`src/rtl/warning_alert_dispatcher.sv`:
```
// ============================================================================
// Module   : warning_alert_dispatcher
// Purpose  : Turns controller warning-code changes into queued alerts.
//            Presents one alert at a time with a valid/ack handshake.
//            Drives a severity-dependent buzzer and an overflow flag.
// Options  : WARNING_ESCALATE_EN adds an unacknowledged-alert escalation timer.
// Revision : 1.0 - initial release
// ============================================================================
`default_nettype none

module warning_alert_dispatcher #(
    parameter int DEPTH        = 4,
    parameter int BLINK_CYCLES = 8,
    parameter int ESC_CYCLES   = 64
) (
    input  logic                     clock,
    input  logic                     reset,
    input  logic [2:0]               warningCode,
    input  logic                     alertAck,
    output logic                     alertValid,
    output logic [2:0]               alertCode,
    output logic [$clog2(DEPTH):0]   pendingCount,
    output logic                     buzzer,
    output logic                     overflow,
    output logic                     escalate
);

    localparam int c_PTR_W   = $clog2(DEPTH);
    localparam int c_CNT_W   = c_PTR_W + 1;
    localparam int c_BLINK_W = $clog2(BLINK_CYCLES + 1);

    typedef enum logic [0:0] {
        ST_IDLE    = 1'b0,
        ST_PRESENT = 1'b1
    } state_t;

    if (DEPTH < 2 || (DEPTH & (DEPTH - 1)) != 0 || BLINK_CYCLES < 1 || ESC_CYCLES < 1) begin : g_param_check
        $error("warning_alert_dispatcher: illegal parameter set");
    end

    logic [2:0]           r_prev_code;
    logic [2:0]           r_mem [DEPTH];
    logic [c_PTR_W-1:0]   r_wr_ptr;
    logic [c_PTR_W-1:0]   r_rd_ptr;
    logic [c_CNT_W-1:0]   r_count;
    state_t               r_state;
    logic [c_BLINK_W-1:0] r_blink_cnt;
    logic                 r_blink_phase;

    logic w_event;
    logic w_empty;
    logic w_full;
    logic w_pop;
    logic w_push;
    logic w_drop;
    logic w_blink_wrap;
    logic w_phase_next;
    logic w_esc_next;

    assign w_event = (warningCode != 3'd0) && (warningCode != r_prev_code);
    assign w_empty = (r_count == '0);
    assign w_full  = (r_count == c_CNT_W'(DEPTH));
    // The FSM only pops from IDLE, so a full FIFO can still accept when it is idle.
    assign w_pop   = (r_state == ST_IDLE) && !w_empty;
    assign w_push  = w_event && (!w_full || w_pop);
    assign w_drop  = w_event && w_full && !w_pop;

    assign pendingCount = r_count;

    always_ff @(posedge clock) begin
        if (!reset && w_push) begin
            r_mem[r_wr_ptr] <= warningCode;
        end
    end

    always_ff @(posedge clock) begin
        if (reset) begin
            r_prev_code <= 3'd0;
            r_wr_ptr    <= '0;
            r_rd_ptr    <= '0;
            r_count     <= '0;
            overflow    <= 1'b0;
        end else begin
            r_prev_code <= warningCode;
            if (w_push) begin
                r_wr_ptr <= r_wr_ptr + 1'b1;
            end
            if (w_pop) begin
                r_rd_ptr <= r_rd_ptr + 1'b1;
            end
            if (w_drop) begin
                overflow <= 1'b1;
            end
            case ({w_push, w_pop})
                2'b10:   r_count <= r_count + 1'b1;
                2'b01:   r_count <= r_count - 1'b1;
                default: r_count <= r_count;
            endcase
        end
    end

    assign w_blink_wrap = (r_blink_cnt == c_BLINK_W'(BLINK_CYCLES - 1));
    assign w_phase_next = w_blink_wrap ? ~r_blink_phase : r_blink_phase;

    always_ff @(posedge clock) begin
        if (reset) begin
            r_state       <= ST_IDLE;
            alertValid    <= 1'b0;
            alertCode     <= 3'd0;
            buzzer        <= 1'b0;
            r_blink_cnt   <= '0;
            r_blink_phase <= 1'b0;
        end else begin
            case (r_state)
                ST_IDLE: begin
                    if (!w_empty) begin
                        alertCode     <= r_mem[r_rd_ptr];
                        alertValid    <= 1'b1;
                        buzzer        <= 1'b1;
                        r_blink_cnt   <= '0;
                        r_blink_phase <= 1'b1;
                        r_state       <= ST_PRESENT;
                    end
                end
                ST_PRESENT: begin
                    if (alertAck) begin
                        alertValid <= 1'b0;
                        buzzer     <= 1'b0;
                        r_state    <= ST_IDLE;
                    end else begin
                        if (w_blink_wrap) begin
                            r_blink_cnt   <= '0;
                            r_blink_phase <= ~r_blink_phase;
                        end else begin
                            r_blink_cnt <= r_blink_cnt + 1'b1;
                        end
                        // Severities 4..7 and escalated alerts hold the buzzer on.
                        buzzer <= alertCode[2] | w_esc_next | w_phase_next;
                    end
                end
                default: begin
                    r_state    <= ST_IDLE;
                    alertValid <= 1'b0;
                    buzzer     <= 1'b0;
                end
            endcase
        end
    end

`ifdef WARNING_ESCALATE_EN
    localparam int c_ESC_W = $clog2(ESC_CYCLES + 1);

    logic [c_ESC_W-1:0] r_esc_timer;
    logic               r_escalate;
    logic               w_esc_hit;

    assign w_esc_hit  = (r_state == ST_PRESENT) && !alertAck &&
                        (r_esc_timer == c_ESC_W'(ESC_CYCLES - 1));
    assign w_esc_next = r_escalate | w_esc_hit;
    assign escalate   = r_escalate;

    always_ff @(posedge clock) begin
        if (reset) begin
            r_esc_timer <= '0;
            r_escalate  <= 1'b0;
        end else if (r_state != ST_PRESENT || alertAck) begin
            r_esc_timer <= '0;
            r_escalate  <= 1'b0;
        end else if (r_esc_timer != c_ESC_W'(ESC_CYCLES)) begin
            r_esc_timer <= r_esc_timer + 1'b1;
            if (w_esc_hit) begin
                r_escalate <= 1'b1;
            end
        end
    end
`else
    assign w_esc_next = 1'b0;
    assign escalate   = 1'b0;
`endif

endmodule

`default_nettype wire
```
`config.mk`:
```
export PLATFORM = sky130hd
export DESIGN_NAME = warning_alert_dispatcher
export DESIGN_NICKNAME = d
export VERILOG_FILES = /design/src/rtl/warning_alert_dispatcher.sv
export SDC_FILE = /design/constraint.sdc
export NUM_CORES = 1
export LEC_CHECK = 0
export BUFFER_PORTS_ARGS = -buffer_cell sky130_fd_sc_hd__buf_2
export CORE_ASPECT_RATIO = 1.75
export CORE_MARGIN = 2
export CORE_UTILIZATION = 51
export CTS_CLUSTER_SIZE = 8
export DETAILED_ROUTE_END_ITERATION = 10
export GPL_ROUTABILITY_DRIVEN = 0
export PLACE_DENSITY_LB_ADDON = 0.25
export SLEW_MARGIN = 40
export SYNTH_ARGS = -nofsm -noshare
export SYNTH_HDL_FRONTEND = slang
export SYNTH_SLANG_ARGS = --single-unit
```
`constraint.sdc`:
```
create_clock -name clock -period 2.2 [get_ports clock]
set_input_delay 0.11 -clock clock [delete_from_list [all_inputs] [get_ports clock]]
set_output_delay 0.11 -clock clock [all_outputs]
set_load 0.01 [all_outputs]
```
-- Yosys cells after proc, flatten, opt, wreduce, memory -nomap -nowiden
Memory sizes are Yosys's and may differ from the RTL's. A register that Yosys moved wholly into a read port is not among the register bits.
Cells that the tools add are included.
- memory bits (read-only): 0
- bits in writable memories: 12
- logic and storage cells: 63
- latch bits: 0
- register bits: 19
- input port bits: 6
- memories: 1
- output and inout port bits: 10
- memories (memory ; depth ; bits a word ; read ports ; clocked after Yosys merged registers in ; write ports ; line ; RTL):
    r_mem ; 4 ; 3 ; 1 ; 1 ; 1 ; 42 ; logic [2:0] r_mem [DEPTH];
- multipliers: 0
- $lt $le $gt $ge: 0
- div/mod/pow operators: 0
- bitwise gates (word level): 4
- mux-type cells: 18
- reductions and logical operators: 17
- equal/unequal tests: 8
- add/sub/neg operators: 5
- shift-type cells: 0
- operators with widths (kind ; number):
    $mux W4 ; 3
    $mux W1 ; 9
    $pmux W1 S2 ; 4
    $pmux W4 S2 ; 1
    $logic_and A1 B1 Y1 ; 6
    $ne A2 B2 Y1 const B ; 3
    $pmux W3 S2 ; 1
    $reduce_and A2 Y1 ; 3
    $add A2 B1 Y2 const B ; 2
    $add A4 B1 Y4 const B ; 1
    $eq A4 B3 Y1 const B ; 1
    $logic_not A1 Y1 ; 4
    $add A3 B1 Y3 const B ; 1
    $eq A3 B3 Y1 const B ; 1
    $logic_not A3 Y1 ; 1
    $ne A3 B3 Y1 ; 1
    $not A1 Y1 ; 3
    $reduce_bool A3 Y1 ; 1
    $sub A3 B1 Y3 const B ; 1
    $eq A2 B1 Y1 const B ; 1
    $eq A2 B2 Y1 const B ; 1
    $reduce_bool A2 Y1 ; 1
    $logic_or A1 B1 Y1 ; 1
    $or A1 B1 Y1 ; 1

-- Depth between registers and ports, before layout
Gate-level depths: netlist of run 1.
- depth in word-level cells: 8
- gate-level depth with buffers: 10
- mapped depth without buffers: 10

-- Least setup slack after synthesis of run 1
Ideal clock, no wire load.
- path type: register -> register
- from: register r_prev_code[1]
- to: register r_count[2] (netlist: pendingCount[2])
- cell stages (with the launch flop): 11
- setup slack: -0.223 ns
- required time: 2.079 ns
- data arrival time: 2.302 ns
- period minus slack after synthesis: 2.423 ns
- cell sequence: dfxtp_1 and4bb_2 a31o_2 a21oi_1 o22ai_4 and2_2 fa_1 nand2_1 nor2_1 mux2i_1 mux2_2
- word-level cells in the longest chain between the ends: 5
- ends and longest elaborated chain (element ; line ; RTL):
    start, declared ; 41 ; logic [2:0] r_prev_code;
    start signal, assigned ; 84 ; r_prev_code <= warningCode;
    $ne A3 B3 Y1 (*) ; 60 ; assign w_event = (warningCode != 3'd0) && (warningCode != r_prev_code);
    $logic_and A1 B1 Y1 (*) ; 60 ;
    $logic_and A1 B1 Y1 (*) ; 65 ; assign w_push = w_event && (!w_full || w_pop);
    $eq A2 B1 Y1 or $eq A2 B2 Y1 (tied branches) ; 94 ; case ({w_push, w_pop})
    $pmux W3 S2 or $reduce_bool A2 Y1 (tied branches) ; n/a ;
    end signal, assigned ; 95 ; 2'b10: r_count <= r_count + 1'b1;
    end signal, assigned ; 96 ; 2'b01: r_count <= r_count - 1'b1;
    end signal, assigned ; 97 ; default: r_count <= r_count;
    end, declared ; 45 ; logic [c_CNT_W-1:0] r_count;
Mark *: on every way between the ends. The rest lies on a longest branch, timed or not.
A chain may end at the register's enable or synchronous reset.

-- Worst setup path in the final report of run 1
- from: register r_prev_code[2]
- to: register r_count[2] (netlist: pendingCount[2])
The elaborated chain is that of the path after synthesis.

==> results of run 1 <==
[cells by family after synthesis]
| family | Yosys count | share of synthesized area (%) |
|---|---|---|
| AO/OA/AOI/OAI | 22 | 9.63 |
| AND/OR/NAND/NOR | 55 | 18.4 |
| other | 1 | 0.242 |
| flip-flops | 34 | 51.8 |
| XOR/XNOR | 4 | 2.27 |
| multiplexers | 10 | 9.06 |
| adder cells (fa/ha/maj) | 6 | 5.34 |
| buffers and inverters | 12 | 3.24 |
[power by group through the flow]
| stage | logic, W | registers (W) | clock network, W |
|---|---|---|---|
| global route | 0.000757 | 0.000910 | 0.000729 |
| detailed placement | 0.000686 | 0.000904 | 0 |
| floorplan | 0.000470 | 0.000898 | 0 |
| CTS | 0.000690 | 0.000890 | 0.000705 |
| finish | 0.000678 | 0.000889 | 0.000683 |
| global placement | 0.000660 | 0.000895 | 0 |
[state kept, by name, summed over array words and instances, names as in the netlist, 2 cells and up]
signal / flops
r_mem: 12
r_blink_cnt: 4
alertCode: 3
pendingCount: 3
r_prev_code: 3
r_rd_ptr: 2
r_wr_ptr: 2
[layer usage]
| layer | routed length, µm | part of all wire [%] |
|---|---|---|
| met1 | 1050 | 37 |
| met2 | 1700 | 59 |
| met3 | 83 | 2.9 |
| met4 | 24 | 0.84 |
| met5 | 0 | 0 |
[metrics by stage]
stage / utilization, % / cells / total power [W] / TNS [ns] / hold slack [ns]
3_5_place_dp: 58.0 / 186 / 0.00159 / 0 / 0.408
6_report: 63.4 / 194 / 0.00225 / 0 / 0.105
4_1_cts: 63.1 / 194 / 0.00228 / 0 / 0.0985
3_3_place_gp: 58.0 / 186 / 0.00155 / 0 / 0.378
5_1_grt: 63.4 / 194 / 0.00240 / -0.0578 / 0.101
2_1_floorplan: - / 144 / 0.00137 / 0 / 0.209
[path summary, 6_finish.rpt]
check / start / end / slack, ns
hold reg to reg: r_blink_cnt[3]$_SDFFE_PP0P_ / r_blink_cnt[3]$_SDFFE_PP0P_ / 0.49
setup reg to reg: r_prev_code[2]$_SDFF_PP0_ / pendingCount[2]$_SDFFE_PP0P_ / 0.02
setup / recovery: r_prev_code[2]$_SDFF_PP0_ / pendingCount[2]$_SDFFE_PP0P_ / 0.02
hold / removal: warningCode[2] / r_prev_code[2]$_SDFF_PP0_ / 0.11
[critical path, cell delays in order, from the launching register on]
cell	delay [ns]
dfxtp_4	0.36
and4bb_2	0.22
a31o_4	0.22
a21oi_4	0.14
o22ai_4	0.08
and2_4	0.15
fa_2	0.33
nand2_1	0.06
nor2_1	0.04
mux2i_1	0.13
mux2_2	0.34
[layout make-up]
class,count,area (µm²)
multi-input combinational,98,719
timing repair buffer,20,115
tap,28,35.0
sequential,34,806
fill,243,1060
clock buffer,5,68.8
inverter,6,22.5
clock inverter,3,68.8
[synthesized netlist by cell type, types with 2 or more instances]
cell / number
dfxtp_1: 22
nand2b_1: 2
o21ai_0: 5
mux2i_1: 5
edfxtp_1: 12
nor2b_1: 5
and2_1: 4
clkbuf_1: 4
nor2_1: 22
nand3_1: 3
or3_1: 2
inv_1: 6
nand3b_1: 2
or3b_1: 2
mux4_2: 3
xnor2_1: 3
nor3_1: 4
nand2_1: 4
ha_1: 5
and3_1: 2
a21oi_1: 9
==> metrics.md, run 1 <==
| Metric | Value |
|---|---|
| Kind of critical path | reg -> reg |
| P_int | ~0.0016 W |
| Dominant cells by area after synthesis | dfxtp_1 (28%), edfxtp_1 (23%), nor2_1 (5.3%) |
| Final HPWL DP | a little over 2 mm |
| Die Wd | 45.6 µm |
| P_sw | between 0.0006 and 0.0007 W |
| Number of enable flip-flop cells after synthesis | 12 |
| Final wirelength | 2.86 mm |
| Placed inst area | 0.00168 mm² |
| Crit-path max FO | 6 |
| # DRC | 0 |
| Maximum vdd drop | 0.000628 V |
| Die area | 0.00351 mm² |
| CTS tree | built |
| Largest net degree at the start of global routing | 27 |
| Initial antenna violation count | 0 |
| Final instance area | ~0.0018 mm² |
| Mapped Nets | around 160 |
| First-pass GRT wire length | 4.61 mm |
| Cells after Synth | 144 |
| Syn avg cell area | around 11 µm² |
| Final Hold Violating Endpoints | 0 |
| Seq/Total Area, Yosys | approximately half |
| Comb pwr share | 30.1% |
| Setup Skew | about 0.004 ns |
| Initial Util | around 53% |
| Antenna Cells | 0 |
| Clock slew at reported path FFs | roughly 0.070 ns |
| Min-Delay Path Class | in -> reg |
| Share of cells above drive strength 1 | approximately a quarter |
| Run status | completed |
| Final period util | 99.2% |
| GR Layer Usage met2 | roughly 35% |
| Synth cell types | 39 |
| Most used routing layer | met2 |
| Worst skew pair latency | between 0.2 and 0.3 ns |
| Setup-failing EPs final | 0 |
| RSZ-0062 raised after global routing | true |
| Max_cap viols | 0 |
| P_leak | 0.731 nW |
| Met3 usage | under 10% |
| Synth Register Bits | 34 |
| CTS sink cnt | 34 |
| Die Y | about 77 µm |
| Vias in the first global route | around 1100 |
| WL/cell | between 10 and 15 µm |
| Final Max Slew Viols | 0 |
| Syn. warnings | 0 |
| Clk buf depth | 2 |
| Most common cell after layout, fill and taps aside | nor2_1 |
| Gr ovfl total | 0 |
| WP data required | around 2.4 ns |
| Number of port buffers | 14 |
| Most frequent cells in the layout | nor2_1 (22), dfxtp_1 (20), buf_2 (14) |
| Post-layout min period | around 2.2 ns |
| Clock Power Share | between 30% and 40% |
| Hold buffer count at CTS | 0 |
| I/O pin count | 16 |
| Drt initial violations | 20 |
| CP Launch Type | flip-flop |
| Top cell type's share of synthesized area | 28.5% |
| PnR worst setup slack | approximately 0.017 ns |
| Area Overhead vs Synth | 18.7% |
| Vias/cell | between 5 and 6 |
| Post-CTS Setup Bufs | 0 |
| Mapped Area | 0.00155 mm² |
| Ys flop type | dfxtp_1 |
| Async set-reset flop share out of synthesis | 0% |
| Net Sw Frac | 31.0% |
| Arr. time, crit path | about 2.4 ns |
| Post-CTS sizing | 1 |
| # rows | 26 |
| Crit end category | flip-flop |
| Worst Hold Depth | 2 |
| Dpl ws | 0.0151 ns |
| H-tree depth | 2 |
| Pre-antenna DRT Iters | 4 |
| Antenna Nets Post-Route | 0 |
| Dominant cell type by area after synthesis | dfxtp_1 |
| CTS Root Cell | clkbuf_8 |
| Max Freq | around 0.46 GHz |
| Vias | 1100 |
| Sequential share of power | between 30 and 40% |
| Area of the core | approximately 0.0029 mm² |
| Layout Nets | ~180 |
| Met1 Use GR | between 10% and 20% |
| Pwr Density | 1230 mW/mm² |
| R2R cell count | 10 |
| TritonCTS Buffers | 5 |
| Total track usage | 18.7% |
No activity file was read; power rests on OpenSTA's default activity.
==> run 2, diff against run 1 <==
==> constraint.sdc (replaced) <==
create_clock -name clock -period 2.5 [get_ports clock]
set_input_delay 0.125 -clock clock [delete_from_list [all_inputs] [get_ports clock]]
set_output_delay 0.125 -clock clock [all_outputs]
set_load 0.01 [all_outputs]
==> metrics.md, run 2 (synthesis gave the netlist of run 1 again) <==
| Metric | Value |
|---|---|
| Run status | completed |
| Clock slew at reported path FFs | 0.07 ns (about the same) |
| Hold Slack | 0.156 ns (+0.0502 ns) |
| Sequential share of power | 39.4% (about the same) |
| Final Max Slew Viols | 0 (unchanged) |
| R2R Setup Slk | 0.15 ns (+0.13 ns) |
| Final period util | 94.0% (-5.3 points) |
| TritonCTS Buffers | 5 (unchanged) |
| Worst skew pair latency | 0.29 ns (about the same) |
| P_int | 0.00136 W (-12%) |
| Hold Startpoint | warningCode[2] |
| P_sw | 0.000618 W (-11%) |
| CP max stage delay | 0.35 ns (about the same) |
| Drt initial violations | 20 (unchanged) |
| Max_cap viols | 0 (unchanged) |
| DP Cell Count | 185 (-0.54%) |
| Post-Route M1 WL | 988 µm (-6.2%) |
| Final Hold Violating Endpoints | 0 (unchanged) |
| Most common cell after layout, fill and taps aside | nor2_1 |
| Cell depth of the worst setup path | 10 (unchanged) |
| Post-CTS Setup Bufs | 0 (unchanged) |
| Crit end category | flip-flop |
| P_leak | 0.721 nW (-1.3%) |
| Final HPWL DP | 2.13 mm (+2.5%) |
| Metal2 WL | 1.70 mm (about the same) |
| Arr. time, crit path | 2.52 ns (+0.16 ns) |
| Setup-failing EPs final | 0 (unchanged) |
| Top cell family by delay on the critical path | simple AND/OR/NAND/NOR gates |
| Rel. slew slack | between 60% and 70% |
| RSZ-0062 raised after global routing | false |
| Antenna Cells | 0 (unchanged) |
| R2R cell count | 10 (unchanged) |
| Area Overhead vs Synth | 17.3% |
| Vias in the first global route | 1147 (+2.4%) |
| Top routing layer in use | met4 |
| Gr ovfl total | 0 (unchanged) |
| Biggest regs | r_mem (12), r_blink_cnt (4) |
| Net Sw Frac | 31.2% (+0.22 points) |
| # DRC | 0 (unchanged) |
| R2r startpoint | r_prev_code[2]$_SDFF_PP0_ |
| Reg with most FFs | r_mem |
| Number of port buffers | 14 (unchanged) |
| Post-layout min period | 2.35 ns (+0.166 ns) |
| Final non-filler cell total | 193 (-0.52%) |
| TNS Setup | 0 ns (unchanged) |
| Pwr Density | 1090 mW/mm² (-11%) |
| Layout Nets | 176 (-0.56%) |
| Final Util | 62.7% (-0.73 points) |
| Slowest-stage cell, CP | dfxtp_2 |
| WL met3 | 75 µm (-9.6%) |
| Clk buf depth | 2 (unchanged) |
| I/O pin count | 16 (unchanged) |
| Clock Power Share | 30.3% (about the same) |
| Initial Util | 53.4% (unchanged) |
| Vias/cell | 5.76 (+1.6%) |
| Cells along the critical path | and4bb_2, a31o_2, a21oi_4, o22ai_4, and2_2, fa_2, nand2_1, nor2_1, mux2i_1, mux2_2 |
| Pre-antenna DRT Iters | 4 (unchanged) |
| Share of cells above drive strength 1 | 23.6% (-1.1 points) |
| Die Y | 76.8 µm (unchanged) |
| Die Wd | 45.6 µm (unchanged) |
| CTS tree | built |
| FF-to-FF End | pendingCount[2]$_SDFFE_PP0P_ |
| WP data required | 2.67 ns (+0.29 ns) |
| CTS Root Cell | clkbuf_8 |
| # rows | 26 (unchanged) |
| First-pass GRT wire length | 4.76 mm (+3.3%) |
| Crit-path max FO | 6 (unchanged) |
| Worst Path Buf+Inv | 0 (unchanged) |
| Hold buffer count at CTS | 0 (unchanged) |
| CP Launch Type | flip-flop |
| CTS sink cnt | 34 (unchanged) |
| Total track usage | 18.8% (+0.10 points) |
| Number of flip-flops in the largest register | 12 (unchanged) |
| Critical Path Start | r_prev_code[2]$_SDFF_PP0_ |
| Comb pwr share | 30.2% (about the same) |
| Min-Delay Path Class | in -> reg |
| Endpoint of the worst setup timing path | pendingCount[2]$_SDFFE_PP0P_ |
| Kind of critical path | reg -> reg |
| Setup Skew | 0.00803 ns (+0.00396 ns) |
| Measured slew at the worst slew-check pin | roughly 0.50 ns |
| Largest net degree at the start of global routing | 27 (unchanged) |
| Antenna Nets Post-Route | 0 (unchanged) |
| Final wirelength | 2.82 mm (-1.4%) |
| Most frequent cells in the layout | nor2_1 (22), dfxtp_1 (21), buf_2 (14) |
| H-tree depth | 2 (unchanged) |
| Vias | 1112 (+1.1%) |
| Maximum vdd drop | 0.000669 V (+6.5%) |
| Max Freq | 0.426 GHz (-7.1%) |
| Die area | 0.00351 mm² (unchanged) |
| Area of the core | 0.00290 mm² (unchanged) |
| WL/cell | 14.6 µm (-0.85%) |
| Initial antenna violation count | 0 (unchanged) |
==> run 2: cell count changes in the layout (fill, tap and decap cells not counted) <==
cell     before  now
a31o_2        0    1
a31o_4        1    0
and2_2        0    1
and2_4        1    0
buf_4         6    5
dfxtp_1      20   21
dfxtp_4       1    0
==> run 2: final cells by class <==
cell class	count	area (µm²)
inverter	6	22.5
tap	28	35.0
fill	263	1080
multi-input combinational	98	709
timing repair buffer	19	108
clock inverter	3	68.8
sequential	34	802
clock buffer	5	68.8
==> run 2: what timing repair did <==
action                     4_1_cts  5_1_grt
gates cloned                     0        0
pin swaps                        0        0
setup endpoints to repair        1        1
resized for setup                1        3
==> run 2: power by group through the flow <==
stage               logic, W  registers, W  clock network [W]
floorplan           0.000410      0.000789                  0
global placement    0.000574      0.000787                  0
detailed placement  0.000604      0.000794                  0
CTS                 0.000609      0.000782           0.000615
global route        0.000672      0.000798           0.000642
finish              0.000599      0.000782           0.000602
==> run 2: worst min-delay path by stage <==
stage,endpoint,slack [ns],cells past startpoint
6_report,r_mem[1][2]$_DFFE_PP_,0.16,1
2_1_floorplan,r_mem[0][0]$_DFFE_PP_,0.22,0
5_1_grt,r_mem[2][2]$_DFFE_PP_,0.17,1
3_5_place_dp,r_mem[2][0]$_DFFE_PP_,0.44,1
4_1_cts,r_mem[0][2]$_DFFE_PP_,0.15,1
3_3_place_gp,r_mem[2][2]$_DFFE_PP_,0.42,1
==> run 2: stage by stage <==
step                cell area [µm²]  total power, W  setup slack, ns
global placement               1660         0.00136            0.104
detailed placement             1660         0.00140           0.0276
finish                         1810         0.00198            0.151
global route                   1810         0.00211           0.0559
CTS                            1800         0.00201           0.0683
floorplan                      1550         0.00120           0.0771
==> run 2: per-layer routing <==
metal | vias up | track usage (%)
met5 | - | 0
met1 | 545 | 16.6
met2 | 15 | 35.6
li1 | 547 | -
met4 | 0 | 7.94
met3 | 5 | 4.94
==> run 3, diff against run 2 <==
==> constraint.sdc (replaced) <==
create_clock -name clock -period 2.7 [get_ports clock]
set_input_delay 0.135 -clock clock [delete_from_list [all_inputs] [get_ports clock]]
set_output_delay 0.135 -clock clock [all_outputs]
set_load 0.01 [all_outputs]
==> metrics.md, run 3 (synthesis gave the netlist of run 1 again) <==
| Metric | Value |
|---|---|
| Comb pwr share | 33.5% (+3.3 points) |
| P_int | 0.00107 W (-22%) |
| Maximum vdd drop | 0.000438 V (-34%) |
| Hold Slack | 0.160 ns (+0.00437 ns) |
| Number of port buffers | 14 (unchanged) |
| Gr ovfl total | 0 (unchanged) |
| Die Wd | 45.6 µm (unchanged) |
| WP data required | 2.88 ns (+0.21 ns) |
| Run status | completed |
| Clk buf depth | 2 (unchanged) |
| Antenna Nets Post-Route | 0 (unchanged) |
| Kind of critical path | reg -> reg |
| Clock Power Share | 22.1% (-8.2 points) |
| Final Hold Violating Endpoints | 0 (unchanged) |
| Drt initial violations | 23 (+15%) |
| Antenna Cells | 0 (unchanged) |
| Most frequent cells in the layout | nor2_1 (22), dfxtp_1 (22), buf_2 (14) |
| WL/cell | 14.8 µm (+1.7%) |
| DP Cell Count | 183 (-1.1%) |
| PnR worst setup slack | 0.168 ns (+0.0176 ns) |
| Arr. time, crit path | 2.71 ns (+0.19 ns) |
| Setup-failing EPs final | 0 (unchanged) |
| Worst skew pair latency | 0.28 ns (about the same) |
| Dpl ws | 0.179 ns (+0.151 ns) |
| Setup Skew | 0.00299 ns (-0.00504 ns) |
| Final period util | 93.8% (-0.21 points) |
| CTS tree | built |
| Final wirelength | 2.84 mm (+0.60%) |
| Biggest regs | r_mem (12), r_blink_cnt (4) |
| Layout Nets | 174 (-1.1%) |
| # rows | 26 (unchanged) |
| H-tree depth | 2 (unchanged) |
| RSZ-0062 raised after global routing | false |
| Crit-path max FO | 5 (-1) |
| Max Freq | 0.395 GHz (-7.2%) |
| TritonCTS Buffers | 5 (unchanged) |
| CP Launch Type | flip-flop |
| Min-Delay Path Class | in -> reg |
| Vias in the first global route | 1048 (-8.6%) |
| Hold buffer count at CTS | 0 (unchanged) |
| I/O pin count | 16 (unchanged) |
| Die Y | 76.8 µm (unchanged) |
| Net Sw Frac | 34.4% (+3.2 points) |
| TNS Setup | 0 ns (unchanged) |
| Total track usage | 18.1% (-0.67 points) |
| Vias | 1103 (-0.81%) |
| Post-CTS sizing | 0 (-1) |
| # DRC | 0 (unchanged) |
| P_leak | 0.684 nW (-5.2%) |
| Share of cells above drive strength 1 | 20.2% (-3.4 points) |
| Number of flip-flops in the largest register | 12 (unchanged) |
| Post-layout min period | 2.53 ns (+0.182 ns) |
| Post-CTS Setup Bufs | 0 (unchanged) |
| First-pass GRT wire length | 4.58 mm (-3.8%) |
| Vias/cell | 5.77 (+0.23%) |
| Max_cap viols | 0 (unchanged) |
| # fillers | 258 (-1.9%) |
| Final non-filler cell total | 191 (-1.0%) |
| Pre-antenna DRT Iters | 4 (unchanged) |
| Crit end category | flip-flop |
| CTS sink cnt | 34 (unchanged) |
| Reg with most FFs | r_mem |
| Clock slew at reported path FFs | 0.07 ns (about the same) |
| Area of the core | 0.00290 mm² (unchanged) |
| P_sw | 0.000560 W (-9.5%) |
| CTS Root Cell | clkbuf_8 |
| Die area | 0.00351 mm² (unchanged) |
| Final HPWL DP | 2.08 mm (-1.9%) |
| Largest net degree at the start of global routing | 27 (unchanged) |
| Final Max Slew Viols | 0 (unchanged) |
| Area Overhead vs Synth | 12.0% |
| Initial antenna violation count | 0 (unchanged) |
| Pwr Density | 939 mW/mm² (-14%) |
| Initial Util | 53.4% (unchanged) |
| Sequential share of power | 44.4% (+5.0 points) |
## run 3: layer usage
metal / part of all wire (%) / global-route usage (%) / vias to the layer above
met5: 0 / 0 / -
met4: 1.9 / 9.71 / 0
met3: 3.4 / 4.71 / 7
met2: 57 / 31.1 / 24
met1: 38 / 18.5 / 532
li1: - / - / 540
## run 3: power by group through the flow
stage	Clock (W)	Sequential (W)	Combinational [W]
floorplan	0	0.000730	0.000379
global placement	0	0.000729	0.000529
detailed placement	0	0.000734	0.000550
CTS	0.000376	0.000723	0.000551
global route	0.000399	0.000740	0.000600
finish	0.000360	0.000722	0.000544
## run 3: through the flow
| stage | total power [W] | util [%] | cell area [µm²] |
|---|---|---|---|
| final | 0.00163 | 59.8 | 1730 |
| after global routing | 0.00174 | 59.8 | 1730 |
| after CTS | 0.00165 | 59.8 | 1730 |
| after detailed placement | 0.00128 | 56.9 | 1650 |
| after global placement | 0.00126 | 56.9 | 1650 |
| after floorplan | 0.00111 | - | 1550 |
## run 3: path summary, 6_finish.rpt
path	from	to	slack (ns)	depth (start not counted)
min reg2reg	alertValid$_SDFFE_PP0P_	alertValid$_SDFFE_PP0P_	0.48	2
min	warningCode[0]	r_mem[0][0]$_DFFE_PP_	0.16	1
max	r_prev_code[1]$_SDFF_PP0_	pendingCount[2]$_SDFFE_PP0P_	0.17	10
max reg2reg	r_prev_code[1]$_SDFF_PP0_	pendingCount[2]$_SDFFE_PP0P_	0.17	10
## run 3: area by class of cell
| cell class | count | area (µm²) | share of cell area (%) |
|---|---|---|---|
| flip-flops and latches | 34 | 801 | 46.2 |
| multi-input cells | 98 | 696 | 40.2 |
| repair buffers | 17 | 92.6 | 5.35 |
| clock buffers | 5 | 68.8 | 3.97 |
| well taps | 28 | 35.0 | 2.02 |
| inverters | 6 | 22.5 | 1.30 |
| clock inverters | 3 | 16.3 | 0.939 |
## run 3: critical path, stage by stage (launching register included)
cell and delay (ns):
dfxtp_1 0.40, and4bb_2 0.27, a31o_2 0.21, a21oi_1 0.23
o22ai_4 0.11, and2_2 0.22, fa_1 0.38, nand2_1 0.07
nor2_1 0.04, mux2i_1 0.15, mux2_2 0.35
